==> src/rtl/pipeline_pkg.sv <==
// Shared IF/ID types: default widths, the NOP encoding shown to decode when
// the buffer is empty, and the {instr, pc} packet stored per FIFO entry.
package pipeline_pkg;
  localparam int INSTR_W_DEF = 32;
  localparam int ADDR_W_DEF  = 64;
  localparam logic [31:0] NOP_INSTR = 32'hD503201F;

  typedef struct packed {
    logic [INSTR_W_DEF-1:0] instr;
    logic [ADDR_W_DEF-1:0]  pc;
  } fetch_packet_t;
endpackage

==> src/rtl/fetch_buffer_storage.sv <==
// DEPTH-entry packet register file: one synchronous write port, one
// asynchronous read port. Contents are deliberately left unreset.
module fetch_buffer_storage
  import pipeline_pkg::*;
#(
  parameter int DEPTH = 2,
  parameter int PTR_W = $clog2(DEPTH)
) (
  input  logic               clk,
  input  logic               wr_en,
  input  logic [PTR_W-1:0]   wr_ptr,
  input  fetch_packet_t      wr_data,
  input  logic [PTR_W-1:0]   rd_ptr,
  output fetch_packet_t      rd_data
);
  fetch_packet_t mem_q [DEPTH];
  fetch_packet_t mem_d [DEPTH];

  always_comb begin
    mem_d = mem_q;
    if (wr_en) mem_d[wr_ptr] = wr_data;
  end

  always_ff @(posedge clk) begin
    mem_q <= mem_d;
  end

  assign rd_data = mem_q[rd_ptr];
endmodule

==> src/rtl/fetch_decode_buffer.sv <==
// Elastic IF/ID FIFO: holds fetched {instr, pc} beats across decode stalls and
// discards everything in flight on a taken-branch flush.
module fetch_decode_buffer
  import pipeline_pkg::*;
#(
  parameter int INSTR_W = INSTR_W_DEF,
  parameter int ADDR_W  = ADDR_W_DEF,
  parameter int DEPTH   = 2
) (
  input  logic                       clk,
  input  logic                       reset,
  input  logic                       in_valid,
  output logic                       in_ready,
  input  logic [INSTR_W-1:0]         instruction_Fetch,
  input  logic [ADDR_W-1:0]          programCounter_Fetch,
  input  logic                       flush,
  output logic                       out_valid,
  input  logic                       out_ready,
  output logic [INSTR_W-1:0]         instruction_Decode,
  output logic [ADDR_W-1:0]          programCounter_Decode,
  output logic [$clog2(DEPTH):0]     count,
  output logic [15:0]                flush_drops
);
  localparam int PTR_W = $clog2(DEPTH);
  localparam int CNT_W = PTR_W + 1;
  localparam logic [CNT_W-1:0] FULL = CNT_W'(DEPTH);

  logic [PTR_W-1:0] wr_ptr_q, wr_ptr_d, rd_ptr_q, rd_ptr_d;
  logic [CNT_W-1:0] count_q, count_d;
  logic [15:0]      drops_q, drops_d;
  logic [16:0]      drop_sum;
  logic             push, pop;
  fetch_packet_t    wr_pkt, rd_pkt;

  // in_ready depends only on registered count, never on out_ready
  assign in_ready  = (count_q != FULL);
  assign out_valid = (count_q != '0);

  always_comb begin
    push     = in_valid & in_ready & ~flush;
    pop      = out_valid & out_ready & ~flush;
    wr_ptr_d = wr_ptr_q;
    rd_ptr_d = rd_ptr_q;
    count_d  = count_q;
    drops_d  = drops_q;
    drop_sum = 17'(drops_q) + 17'(count_q) + 17'(in_valid & in_ready);
    if (flush) begin
      count_d  = '0;
      rd_ptr_d = wr_ptr_q;
      drops_d  = drop_sum[16] ? 16'hFFFF : drop_sum[15:0];
    end else begin
      if (push) wr_ptr_d = wr_ptr_q + PTR_W'(1);
      if (pop)  rd_ptr_d = rd_ptr_q + PTR_W'(1);
      case ({push, pop})
        2'b10:   count_d = count_q + CNT_W'(1);
        2'b01:   count_d = count_q - CNT_W'(1);
        default: count_d = count_q;
      endcase
    end
  end

  always_ff @(posedge clk or negedge reset) begin
    if (!reset) begin
      wr_ptr_q <= '0;
      rd_ptr_q <= '0;
      count_q  <= '0;
      drops_q  <= '0;
    end else begin
      wr_ptr_q <= wr_ptr_d;
      rd_ptr_q <= rd_ptr_d;
      count_q  <= count_d;
      drops_q  <= drops_d;
    end
  end

  always_comb begin
    wr_pkt       = '0;
    wr_pkt.instr = instruction_Fetch;
    wr_pkt.pc    = programCounter_Fetch;
  end

  fetch_buffer_storage #(.DEPTH(DEPTH), .PTR_W(PTR_W)) u_storage (
    .clk     (clk),
    .wr_en   (push),
    .wr_ptr  (wr_ptr_q),
    .wr_data (wr_pkt),
    .rd_ptr  (rd_ptr_q),
    .rd_data (rd_pkt)
  );

  assign instruction_Decode    = out_valid ? rd_pkt.instr : NOP_INSTR;
  assign programCounter_Decode = out_valid ? rd_pkt.pc : '0;
  assign count                 = count_q;
  assign flush_drops           = drops_q;
endmodule

==> config.mk <==
export PLATFORM = sky130hd
export DESIGN_NAME = fetch_decode_buffer
export DESIGN_NICKNAME = d
export VERILOG_FILES = /design/src/rtl/pipeline_pkg.sv /design/src/rtl/fetch_buffer_storage.sv /design/src/rtl/fetch_decode_buffer.sv
export SDC_FILE = /design/constraint.sdc
export NUM_CORES = 1
export LEC_CHECK = 0
export CAP_MARGIN = 20
export CELL_PAD_IN_SITES_DETAIL_PLACEMENT = 0
export CELL_PAD_IN_SITES_GLOBAL_PLACEMENT = 1
export CORE_MARGIN = 3
export CORE_UTILIZATION = 43
export DETAILED_ROUTE_END_ITERATION = 6
export PLACE_DENSITY = 0.83
export SYNTH_ARGS = -nofsm -noshare
export SYNTH_HDL_FRONTEND = slang
export SYNTH_SLANG_ARGS = --single-unit
export TNS_END_PERCENT = 1
==> constraint.sdc <==
create_clock -name clk -period 12.9 [get_ports clk]
set_clock_uncertainty 0.05 [all_clocks]
set_input_delay 2.58 -clock clk [delete_from_list [all_inputs] [get_ports clk]]
set_output_delay 2.58 -clock clk [all_outputs]
set_load 0.01 [all_outputs]
; ---- After elaboration in Yosys (flattened, before gate mapping)
; Cells that the tools add are included.
; W data, S select, Z words.
[classes]
n_mul = 0
n_reduce_logical = 5
n_mux = 13
div_mod_pow = 0
n_eq_ne = 3
add_sub_neg = 6
shifts = 0
bitwise = 8
order_cmp = 3
[op_table]
columns = op, n
row1 = $mux W96, 4
row2 = $bwmux W192, 1
row3 = $demux W96 S1, 1
row4 = $mux W64, 1
row5 = $mux W32, 1
row6 = $add A16 B2 Y17, 1
row7 = $add A17 B1 Y17, 1
row8 = $mux W16, 1
row9 = $and A1 B1 Y1, 5
row10 = $ge A2 B2 Y1 const B, 2
row11 = $not A1 Y2, 2
row12 = $pmux W2 S2, 1
row13 = $reduce_bool A2 Y1, 2
row14 = $reduce_bool A3 Y1, 1
row15 = $add A1 B1 Y1 const B, 2
row16 = $add A2 B1 Y2 const B, 1
row17 = $eq A2 B1 Y1 const B, 1
row18 = $eq A2 B2 Y1 const B, 1
row19 = $lt A2 B1 Y1 const B, 1
row20 = $mux W1, 2
row21 = $mux W2, 1
row22 = $ne A2 B2 Y1 const B, 1
row23 = $reduce_and A2 Y1, 1
row24 = $sub A2 B1 Y2 const B, 1
row25 = other kinds (2), 2
[word_totals]
ramBits = 0
mem_bits_ro = 0
register_bits = 212
latchBits = 0
inputBits = 101
memories = 0
out_inout_bits = 116

; ---- Depth between registers and ports, before layout
; Gate-level depths: netlist of run 1.
[depth]
depth_word = 6
depth_mapped = 9
mapped_depth_nobuf = 8

; ---- Modules after synthesis
; Synthesis of run 1 repeated with hierarchy kept, for this count alone.
[hier_totals]
hier_cells = 529
area_unflattened_um2 = 8903.5
[by_module_without_submodules]
columns = mod, cells_per_inst, n_inst, seq_area_each_um2, area_per_inst_um2
row1 = fetch_buffer_storage, 301, 1, 5765.5, 7140.6
row2 = fetch_decode_buffer, 228, 1, 500.5, 1762.9

; ---- Worst setup path before layout of run 1
; OpenSTA, ideal clock, no wires.
[synth_timing]
kind = input-to-reg
from = in flush
to = reg u_storage.mem_q[100] (netlist bit), enable pin
setup_time_ps = 669
cell_stages = 2
required_ps = 12181
path_buffers = 1
setup_slack_ps = 2863
t_arrival_ps = 9318
cell_sequence = clkbuf_1 > nor3_1
[synth_via]
elab_chain_len = 2
[synth_lines]
columns = item, line
row1 = from (decl), fetch_decode_buffer.sv:16  ; input logic flush,
row2 = $not A1 Y1 (no source line), n/a
row3 = $and A1 B1 Y1, fetch_decode_buffer.sv:40  ; push = in_valid & in_ready & ~flush;
row4 = to (signal assigned), fetch_buffer_storage.sv:25  ; mem_q <= mem_d;
row5 = to (decl), fetch_buffer_storage.sv:16  ; fetch_packet_t mem_q [DEPTH];
; No other way between the ends.
; A chain may end at the register's enable or synchronous reset.

; ---- Worst setup path after layout of run 1
[layout_timing]
from = reg rd_ptr_q
to = out instruction_Decode[13]
[layout_via]
elab_chain_len = 5
[layout_lines]
columns = item, line
row1 = from (decl), fetch_decode_buffer.sv:28  ; logic [PTR_W-1:0] wr_ptr_q, wr_ptr_d, rd_ptr_q, rd_ptr_d;
row2 = from (signal assigned), fetch_decode_buffer.sv:70  ; rd_ptr_q <= rd_ptr_d;
row3 = $not A1 Y2 (implied by the code), fetch_buffer_storage.sv:28  ; assign rd_data = mem_q[rd_ptr];
row4 = $mux W96 (implied by the code) (3 in a row), fetch_buffer_storage.sv:28
row5 = $mux W32, fetch_decode_buffer.sv:91  ; assign instruction_Decode = out_valid ? rd_pkt.instr : NOP_INSTR;
row6 = to (decl), fetch_decode_buffer.sv:19  ; output logic [INSTR_W-1:0] instruction_Decode,
; No other way between the ends. The select of a mux whose other input is x is not followed.

==> flow_summary.toml, run 1 <==
[synth]
yosys_warnings = 0
synth-seq-cells = 212
syn_area_sq_um = 8323
synth_cells = 521
syn-num-nets = 625
seq_area_frac_synth = 0.7529
synth.avg_cell_area_sq_um = 15.98
synth_cell_types = 38

[route]
routed_via_density = 4.933
drt_iter0_markers = 278
drc = 0
ant_nets = 0
routed_wl_um = 18250
vias = 5017
dr.pass1.iters = 4
route.detailed.wl_per_inst_um = 17.94

[die]
io_pins = 217
core_area_sq_um = 18830
die_area_sq_um = 21060
rows = 50
die_width_um = 145.1
die_h_um = 145.1
start_util = 0.4420

[clock_tree]
cts.root.buffer_cell = "clkbuf_16"
path_clk_slew_ns = 0.06
h-tree-depth = 1
hold_buffers = 0
clockBufferDepth = 3
clkSinkCount = 212
ctsResizeCount = 0
post_cts_buffers = 0
cts_tree = "built"
numCtsBuffers = 22
clk_latency_ns = 0.49

[sta]
finalCriticalPeriod_ns = 5.891
final_hold_viol_count = 0
setup_violations = 0
slew_headroom = 0.3990
rsz0062_at_grt = "no"
fin_crit_sh = 0.4567
worst_pin_slew_ns = 0.9015
maxSlewViolCount = 0
tns_ns = 0
fmax_ghz = 0.1697

[setup_path]
critPathMaxStageDelay_ns = 1.01
r2r_slack_ns = 10.06
end_kind = "output port"
cp.required_ns = 10.27
r2r_cells = 8
crit_type = "flop to output port"
critPathMaxFanout = 51
path_cells = "buf_4 -> mux2i_1 -> nand2_1 -> clkdlybuf4s50_1"
crit_slowest_cell = "dfrtp_4"
worstSetupStartpointType = "flop"
worstReg2RegEnd = "flush_drops[2]"
cp.arrival_ns = 3.26
r2r-start = "count[0]"

[cells_and_area]
final_nets = 847
fin_area_sq_um = 11400
area_growth_syn_to_layout_pct = 36.95
antenna_cells = 0
final_layout_size_suffix_gt1_frac = 0.06737

[global_route]
grt.total_usage = 0.1693
antenna_found_initial = 1
grt_pass1_wl_um = 29060
grt_pass1_vias = 5439
grt_start_max_net_pins = 85
grt.overflow.total = 0

[placed_design]
dpl.hpwl_um = 12380
routabilityCongestion = 0.8660
placed_cell_area_sq_um = 10760
portBuffers = 216

[hold_path]
hold_path_end = "wr_ptr_q"
min_path_cells = 1
hold_start = "wr_ptr_q"
hp-class = "flop to flop"

[pwr]
power.density_nw_per_um2 = 164.3
peakVddDrop_v = 0.0001191
leakagePower_nw = 4.087

[run]
max_cap_violations = 0

[run_status]
outcome = "finished clean"
[metrics by stage]
stage	setup slack (ns)	power, mW	utilization	std cells	hold slack [ns]
2_1_floorplan	2.863	1.149	-	521	0.4266
3_3_place_gp	7.448	1.329	0.5716	979	0.4799
3_5_place_dp	7.455	1.339	0.5716	979	0.4809
4_1_cts	6.920	1.899	0.6053	1017	0.4947
5_1_grt	6.851	1.962	0.6053	1017	0.5186
6_report	7.009	1.873	0.6053	1017	0.4891
[critical path, delay by kind of cell, from the launching register on]
kind                   cells  cell delay [ns]
buffers and inverters      2             1.26
flip-flops                 1             1.01
multiplexers               1             0.32
AND/OR/NAND/NOR            1             0.09
[routing by layer]
layer  share of wire  wire length [um]  track usage
met3           0.088              1597      0.06309
met1            0.40              7213       0.2102
met4           0.015               265      0.03371
met5         0.00071                13            0
met2            0.50              9154       0.2871
[worst max-delay path by stage]
stage,start,end,slack (ns),cells after the start
2_1_floorplan,flush,u_storage.mem_q[100],2.86,2
5_1_grt,rd_ptr_q,programCounter_Decode[29],6.85,4
6_report,rd_ptr_q,instruction_Decode[13],7.01,4
3_5_place_dp,rd_ptr_q,programCounter_Decode[29],7.46,4
4_1_cts,rd_ptr_q,programCounter_Decode[29],6.92,4
3_3_place_gp,rd_ptr_q,programCounter_Decode[29],7.45,4
[cell families after synthesis]
group	Yosys count	share of synthesized area
simple gates	143	0.07562
mux	96	0.1155
flops	212	0.7529
buf+inv	31	0.01609
xor+xnor	11	0.01158
fa+ha+maj	3	0.006314
compound gates	25	0.02210
[synthesized netlist by cell type, drive strengths merged]
cell type / number / area share
a31oi: 4 / 0.0030
edfxtp: 192 / 0.69
xor2: 3 / 0.0032
inv: 8 / 0.0036
a2111oi: 3 / 0.0048
nor2: 89 / 0.040
nor2b: 1 / 0.00075
and4: 2 / 0.0021
buf: 13 / 0.0080
o31a: 1 / 0.0011
and3: 1 / 0.00075
a211oi: 2 / 0.0024
and2: 1 / 0.00075
a21oi: 7 / 0.0042
ha: 1 / 0.0015
a41oi: 2 / 0.0021
nand2: 31 / 0.014
xnor2: 8 / 0.0084
nor4: 1 / 0.0026
nor3: 5 / 0.0030
and3b: 1 / 0.0011
nand3: 3 / 0.0033
nand2b: 4 / 0.0030
dfrtp: 20 / 0.060
o21ai: 6 / 0.0045
fa: 2 / 0.0048
clkbuf: 10 / 0.0045
mux2i: 96 / 0.12
nand3b: 1 / 0.00090
nand4: 3 / 0.0030
[cell type report]
cell class	count	area, sq um
Timing Repair Buffer	221	2200
Clock inverter	14	77.57
Multi-Input combinational cell	278	1938
Inverter	8	30.03
Sequential cell	212	6270
Fill cell	1441	7432
Tap cell	260	325.3
Clock buffer	24	558.0
[state kept, by name, summed over array words and instances (netlist names)]
name	flops
wr_ptr_q	1
flush_drops	16
rd_ptr_q	1
count	2
u_storage.mem_q	192
[power breakdown]
group	switching [mW]	internal (mW)	leakage, nW
clock	0.242	0.312	0.324
combinational	0.195	0.214	1.75
sequential	0.0711	0.839	2.02
[layout by cell type, fill, tap and decap left out, types with 2 or more instances in the layout]
master           Yosys  layout
nor3_1               5       4
mux2i_1             96      96
clkinv_1             0       3
a2111oi_2            2       2
nor2_1              89      88
inv_1                8       8
nand2b_1             4       4
buf_4                1       5
o21ai_2              2       2
dfrtp_1             20      19
nand4_1              2       2
clkdlybuf4s50_1      0     216
xor2_1               3       3
clkbuf_16            0      22
a31oi_1              4       4
a21oi_1              7       7
clkbuf_1            10       2
clkinv_2             0      10
xnor2_1              8       8
fa_1                 2       2
o21ai_0              4       4
a41oi_1              2       2
edfxtp_1           192     192
nand3_1              2       2
and4_1               2       2
nand2_1             30      30
Note: power is estimated with default switching activity, not from simulation.
==> inputs of run 2 (changes only) <==
Settings changed: CORE_UTILIZATION 43 to 40, PLACE_DENSITY 0.83 to 0.78.
Clock period 12.9 ns to 5.8 ns, I/O delays scaled along.
==> flow_summary.toml, run 2 (synthesis gave the netlist of run 1 again) <==
[pwr]
p_clk_frac = 0.325
combPwrFrac = 0.210
peakVddDrop_v = 0.0002418
leakagePower_nw = 4.142
p_sw_mw = 1.145
internal-power_mw = 3.206
swShare = 0.2632
power.density_nw_per_um2 = 377.1
seq_power_share = 0.465

[global_route]
antenna_found_initial = 0
grt_start_max_net_pins = 85
grt_pass1_vias = 5302
grt.overflow.total = 0
grt_pass1_wl_um = 28140
grt.total_usage = 0.1581

[setup_path]
crit_type = "flop to output port"
end_kind = "output port"
worstSetupStartpointType = "flop"
cp.arrival_ns = 2.86
critPathMaxFanout = 50
r2r_cells = 8
cp.required_ns = 4.59

[route]
vias = 5101
drt_iter0_markers = 252
routed_wl_um = 18280
route.detailed.wl_per_inst_um = 17.73
dr.pass1.iters = 4
drc = 0
ant_nets = 0
routed_via_density = 4.948

[sta]
tns_ns = 0
fmax_ghz = 0.2455
fin_crit_sh = 0.7023
worst_pin_slew_ns = 0.9661
setup_violations = 0
final_hold_viol_count = 0
finalCriticalPeriod_ns = 4.073
maxSlewViolCount = 0
slew_headroom = 0.3559
rsz0062_at_grt = "no"

[clock_tree]
hold_buffers = 0
cts.root.buffer_cell = "clkbuf_16"
post_cts_buffers = 0
ctsResizeCount = 0
clkSinkCount = 212
clockBufferDepth = 3
cts_tree = "built"
clk_latency_ns = 0.49
path_clk_slew_ns = 0.06
numCtsBuffers = 23
h-tree-depth = 1

[cells_and_area]
final_nets = 849
largest_reg_flops = 192
final_core_util = 0.5667
antenna_cells = 0
final_common_cell = "clkdlybuf4s50_1"
final_cell_mix = "clkdlybuf4s50_1 (216), edfxtp_1 (192), mux2i_1 (96)"
regMostFlops = "u_storage.mem_q"
fillers = 1616
area_growth_syn_to_layout_pct = 38.65
final_layout_size_suffix_gt1_frac = 0.06965
fin_area_sq_um = 11540

[die]
start_util = 0.4087
die_area_sq_um = 22570
io_pins = 217
rows = 52
die_width_um = 150.2
die_h_um = 150.2
core_area_sq_um = 20360

[hold_path]
hp-class = "flop to flop"
min_path_cells = 2

[placed_design]
placed_cell_area_sq_um = 10800
routabilityCongestion = 0.8467
portBuffers = 216
dpl.hpwl_um = 11970

[run]
max_cap_violations = 0

[run_status]
outcome = "finished clean"
==> run 2: cell types whose count changed in the layout (fill, tap and decap cells not counted), sizes merged <==
cell / before / now
buf: 5 / 6
bufinv: 0 / 2
clkbuf: 24 / 32
clkinv: 14 / 5
inv: 8 / 10
==> run 2: path summary, 6_finish.rpt <==
check / from / end / slack, ns
setup / recovery: rd_ptr_q / programCounter_Decode[53] / 1.73
hold / removal: flush_drops[9] / flush_drops[9] / 0.53
setup reg to reg: count[0] / flush_drops[2] / 2.97
hold reg to reg: flush_drops[9] / flush_drops[9] / 0.53
max in group asynchronous: reset / rd_ptr_q / 3.85
min in group asynchronous: reset / wr_ptr_q / 1.16
==> run 2: area by class of cell <==
cell class,count,area [sq um],share of cell area
well taps,270,337.8,0.02927
repair buffers,222,2220,0.1923
clock inverters,9,98.84,0.008566
flip-flops and latches,212,6270,0.5433
multi-input cells,278,1944,0.1685
inverters,8,30.03,0.002602
clock buffers,32,639.4,0.05541
==> run 2: worst max-delay path, stage by stage (launching register included) <==
cell and delay (ns):
dfrtp_4 1.01, buf_12 0.40, mux2i_1 0.13, nor2_1 0.21, clkdlybuf4s50_1 0.59
==> run 2: metal layers <==
layer	vias up	share of wire	wire [um]	global-route usage
met5	-	0	0	0
met3	29	0.075	1371	0.04786
met4	0	0.022	394	0.03614
li1	2377	-	-	-
met1	2515	0.43	7902	0.2108
met2	180	0.47	8611	0.2573
==> run 2: through the flow <==
step           hold slack, ns  setup WS (ns)  total power, mW  std cells
2_1_floorplan          0.4435         0.1303            2.548        521
3_3_place_gp           0.5161          1.962            2.959        990
3_5_place_dp           0.5150          1.902            2.982        990
4_1_cts                0.5269          1.649            4.411       1031
5_1_grt                0.5472          1.561            4.550       1031
6_report               0.5290          1.727            4.351       1031
==> run 2: power by group through the flow <==
| stage | logic (mW) | clock network, mW | registers (mW) |
|---|---|---|---|
| final | 0.916 | 1.41 | 2.02 |
| after global routing | 0.996 | 1.51 | 2.05 |
| after CTS | 0.934 | 1.45 | 2.03 |
| after global placement | 0.915 | 0 | 2.04 |
| after detailed placement | 0.926 | 0 | 2.06 |
| after floorplan | 0.564 | 0 | 1.98 |
==> inputs of run 3 (changes only) <==
Settings changed: CORE_UTILIZATION 40 to 36, PLACE_DENSITY 0.78 to 0.74.
Clock period 5.8 ns to 3.4 ns, I/O delays scaled along.
==> flow_summary.toml, run 3 (synthesis gave the netlist of run 1 again) <==
[cells_and_area]
fin_area_sq_um = 11590
area_growth_syn_to_layout_pct = 39.22
largest_reg_flops = 192
regArea_sq_um = 6270
finalNonFillerCells = 1050
antenna_cells = 0
multiInputGateArea_sq_um = 1944
final_nets = 852
fillers = 1930
final_cell_mix = "clkdlybuf4s50_1 (216), edfxtp_1 (192), mux2i_1 (96)"
final_core_util = 0.5102
regMostFlops = "u_storage.mem_q"
final_common_cell = "clkdlybuf4s50_1"
final_layout_size_suffix_gt1_frac = 0.07320

[pwr]
p_clk_frac = 0.315
peakVddDrop_v = 0.0004692
swShare = 0.2711
internal-power_mw = 5.363
combPwrFrac = 0.232
leakagePower_nw = 4.148
power.density_nw_per_um2 = 634.9
total_power_mw = 7.357
seq_power_share = 0.453
p_sw_mw = 1.994

[die]
rows = 55
core_area_sq_um = 22710
die_area_sq_um = 24980
die_h_um = 158.1
io_pins = 217
start_util = 0.3665
die_width_um = 158.1

[global_route]
grt.total_usage = 0.1464
grt_start_max_net_pins = 97
grt_pass1_wl_um = 28770
antenna_found_initial = 2
grt.overflow.total = 0
grt_pass1_vias = 5378

[clock_tree]
hold_buffers = 0
numCtsBuffers = 23
clockBufferDepth = 3
clkSinkCount = 212
cts_tree = "built"
path_clk_slew_ns = 0.06
h-tree-depth = 1
clk_latency_ns = 0.51
post_cts_buffers = 0
ctsResizeCount = 0
cts.root.buffer_cell = "clkbuf_16"

[sta]
maxSlewViolCount = 0
setup_violations = 0
final_hold_viol_count = 0
tns_ns = 0
fmax_ghz = 0.3200
worst_pin_slew_ns = 0.9470
fin_crit_sh = 0.9191
setup_slack_ns = 0.2751
holdWs_ns = 0.5175
slew_headroom = 0.3667
finalCriticalPeriod_ns = 3.125
rsz0062_at_grt = "no"

[setup_path]
critPathMaxFanout = 59
crit_type = "flop to output port"
worstSetupStartpointType = "flop"
cp.required_ns = 2.67
end_kind = "output port"
critPathMaxStageDelay_ns = 0.55
r2r_cells = 8
crit_slowest_cell = "buf_4"
path_cells = "nor2_4 -> buf_4 -> nor2_1 -> clkdlybuf4s50_1"
cp.arrival_ns = 2.39

[route]
routed_wl_um = 18560
drc = 0
route.detailed.wl_per_inst_um = 17.68
ant_nets = 0
vias = 4977
drt_iter0_markers = 278
routed_via_density = 4.740
dr.pass1.iters = 5

[placed_design]
placed_cells = 1008
placed_cell_area_sq_um = 10880
pre_cts_ws_ns = 0.1720
dpl.hpwl_um = 12050
portBuffers = 216
routabilityCongestion = 0.8008

[hold_path]
min_path_cells = 2
hp-class = "flop to flop"

[run_status]
outcome = "finished clean"

[run]
max_cap_violations = 0
[run 3: worst max-delay path, delay by kind of cell, from the launching register on]
family                 cells  cell delay [ns]
buffers and inverters      2             1.08
flip-flops                 1             0.47
AND/OR/NAND/NOR            2             0.34
[run 3: layout make-up]
cell class              instances  area share
clock buffers                  28     0.05129
clock inverters                14    0.009718
inverters                       8    0.002592
multi-input cells             278      0.1678
flip-flops and latches        212      0.5411
well taps                     285     0.03077
repair buffers                225      0.1967
[run 3: worst paths after layout]
kind	from	to	slack, ns
setup / recovery	count[0]	programCounter_Decode[1]	0.28
max in group asynchronous	reset	rd_ptr_q	1.96
min in group asynchronous	reset	flush_drops[15]	0.65
hold / removal	flush_drops[0]	flush_drops[0]	0.52
setup reg to reg	count[0]	flush_drops[2]	0.69
hold reg to reg	flush_drops[0]	flush_drops[0]	0.52
[run 3: power groups by stage]
stage                     Clock (mW)  Sequential [mW]  Combinational [mW]
after floorplan                    0             3.37               0.964
after global placement             0             3.37                1.72
after detailed placement           0             3.39                1.74
after CTS                       2.39             3.34                1.75
after global routing            2.50             3.36                1.87
final                           2.32             3.33                1.71
[run 3: routing by layer]
layer  global-route usage  up-vias  wire length (um)
li1                     -     2377                 -
met3              0.06643       34              2011
met1               0.1771     2386              7534
met2               0.2440      176              8634
met5                    0        -                27
met4              0.02991        4               355
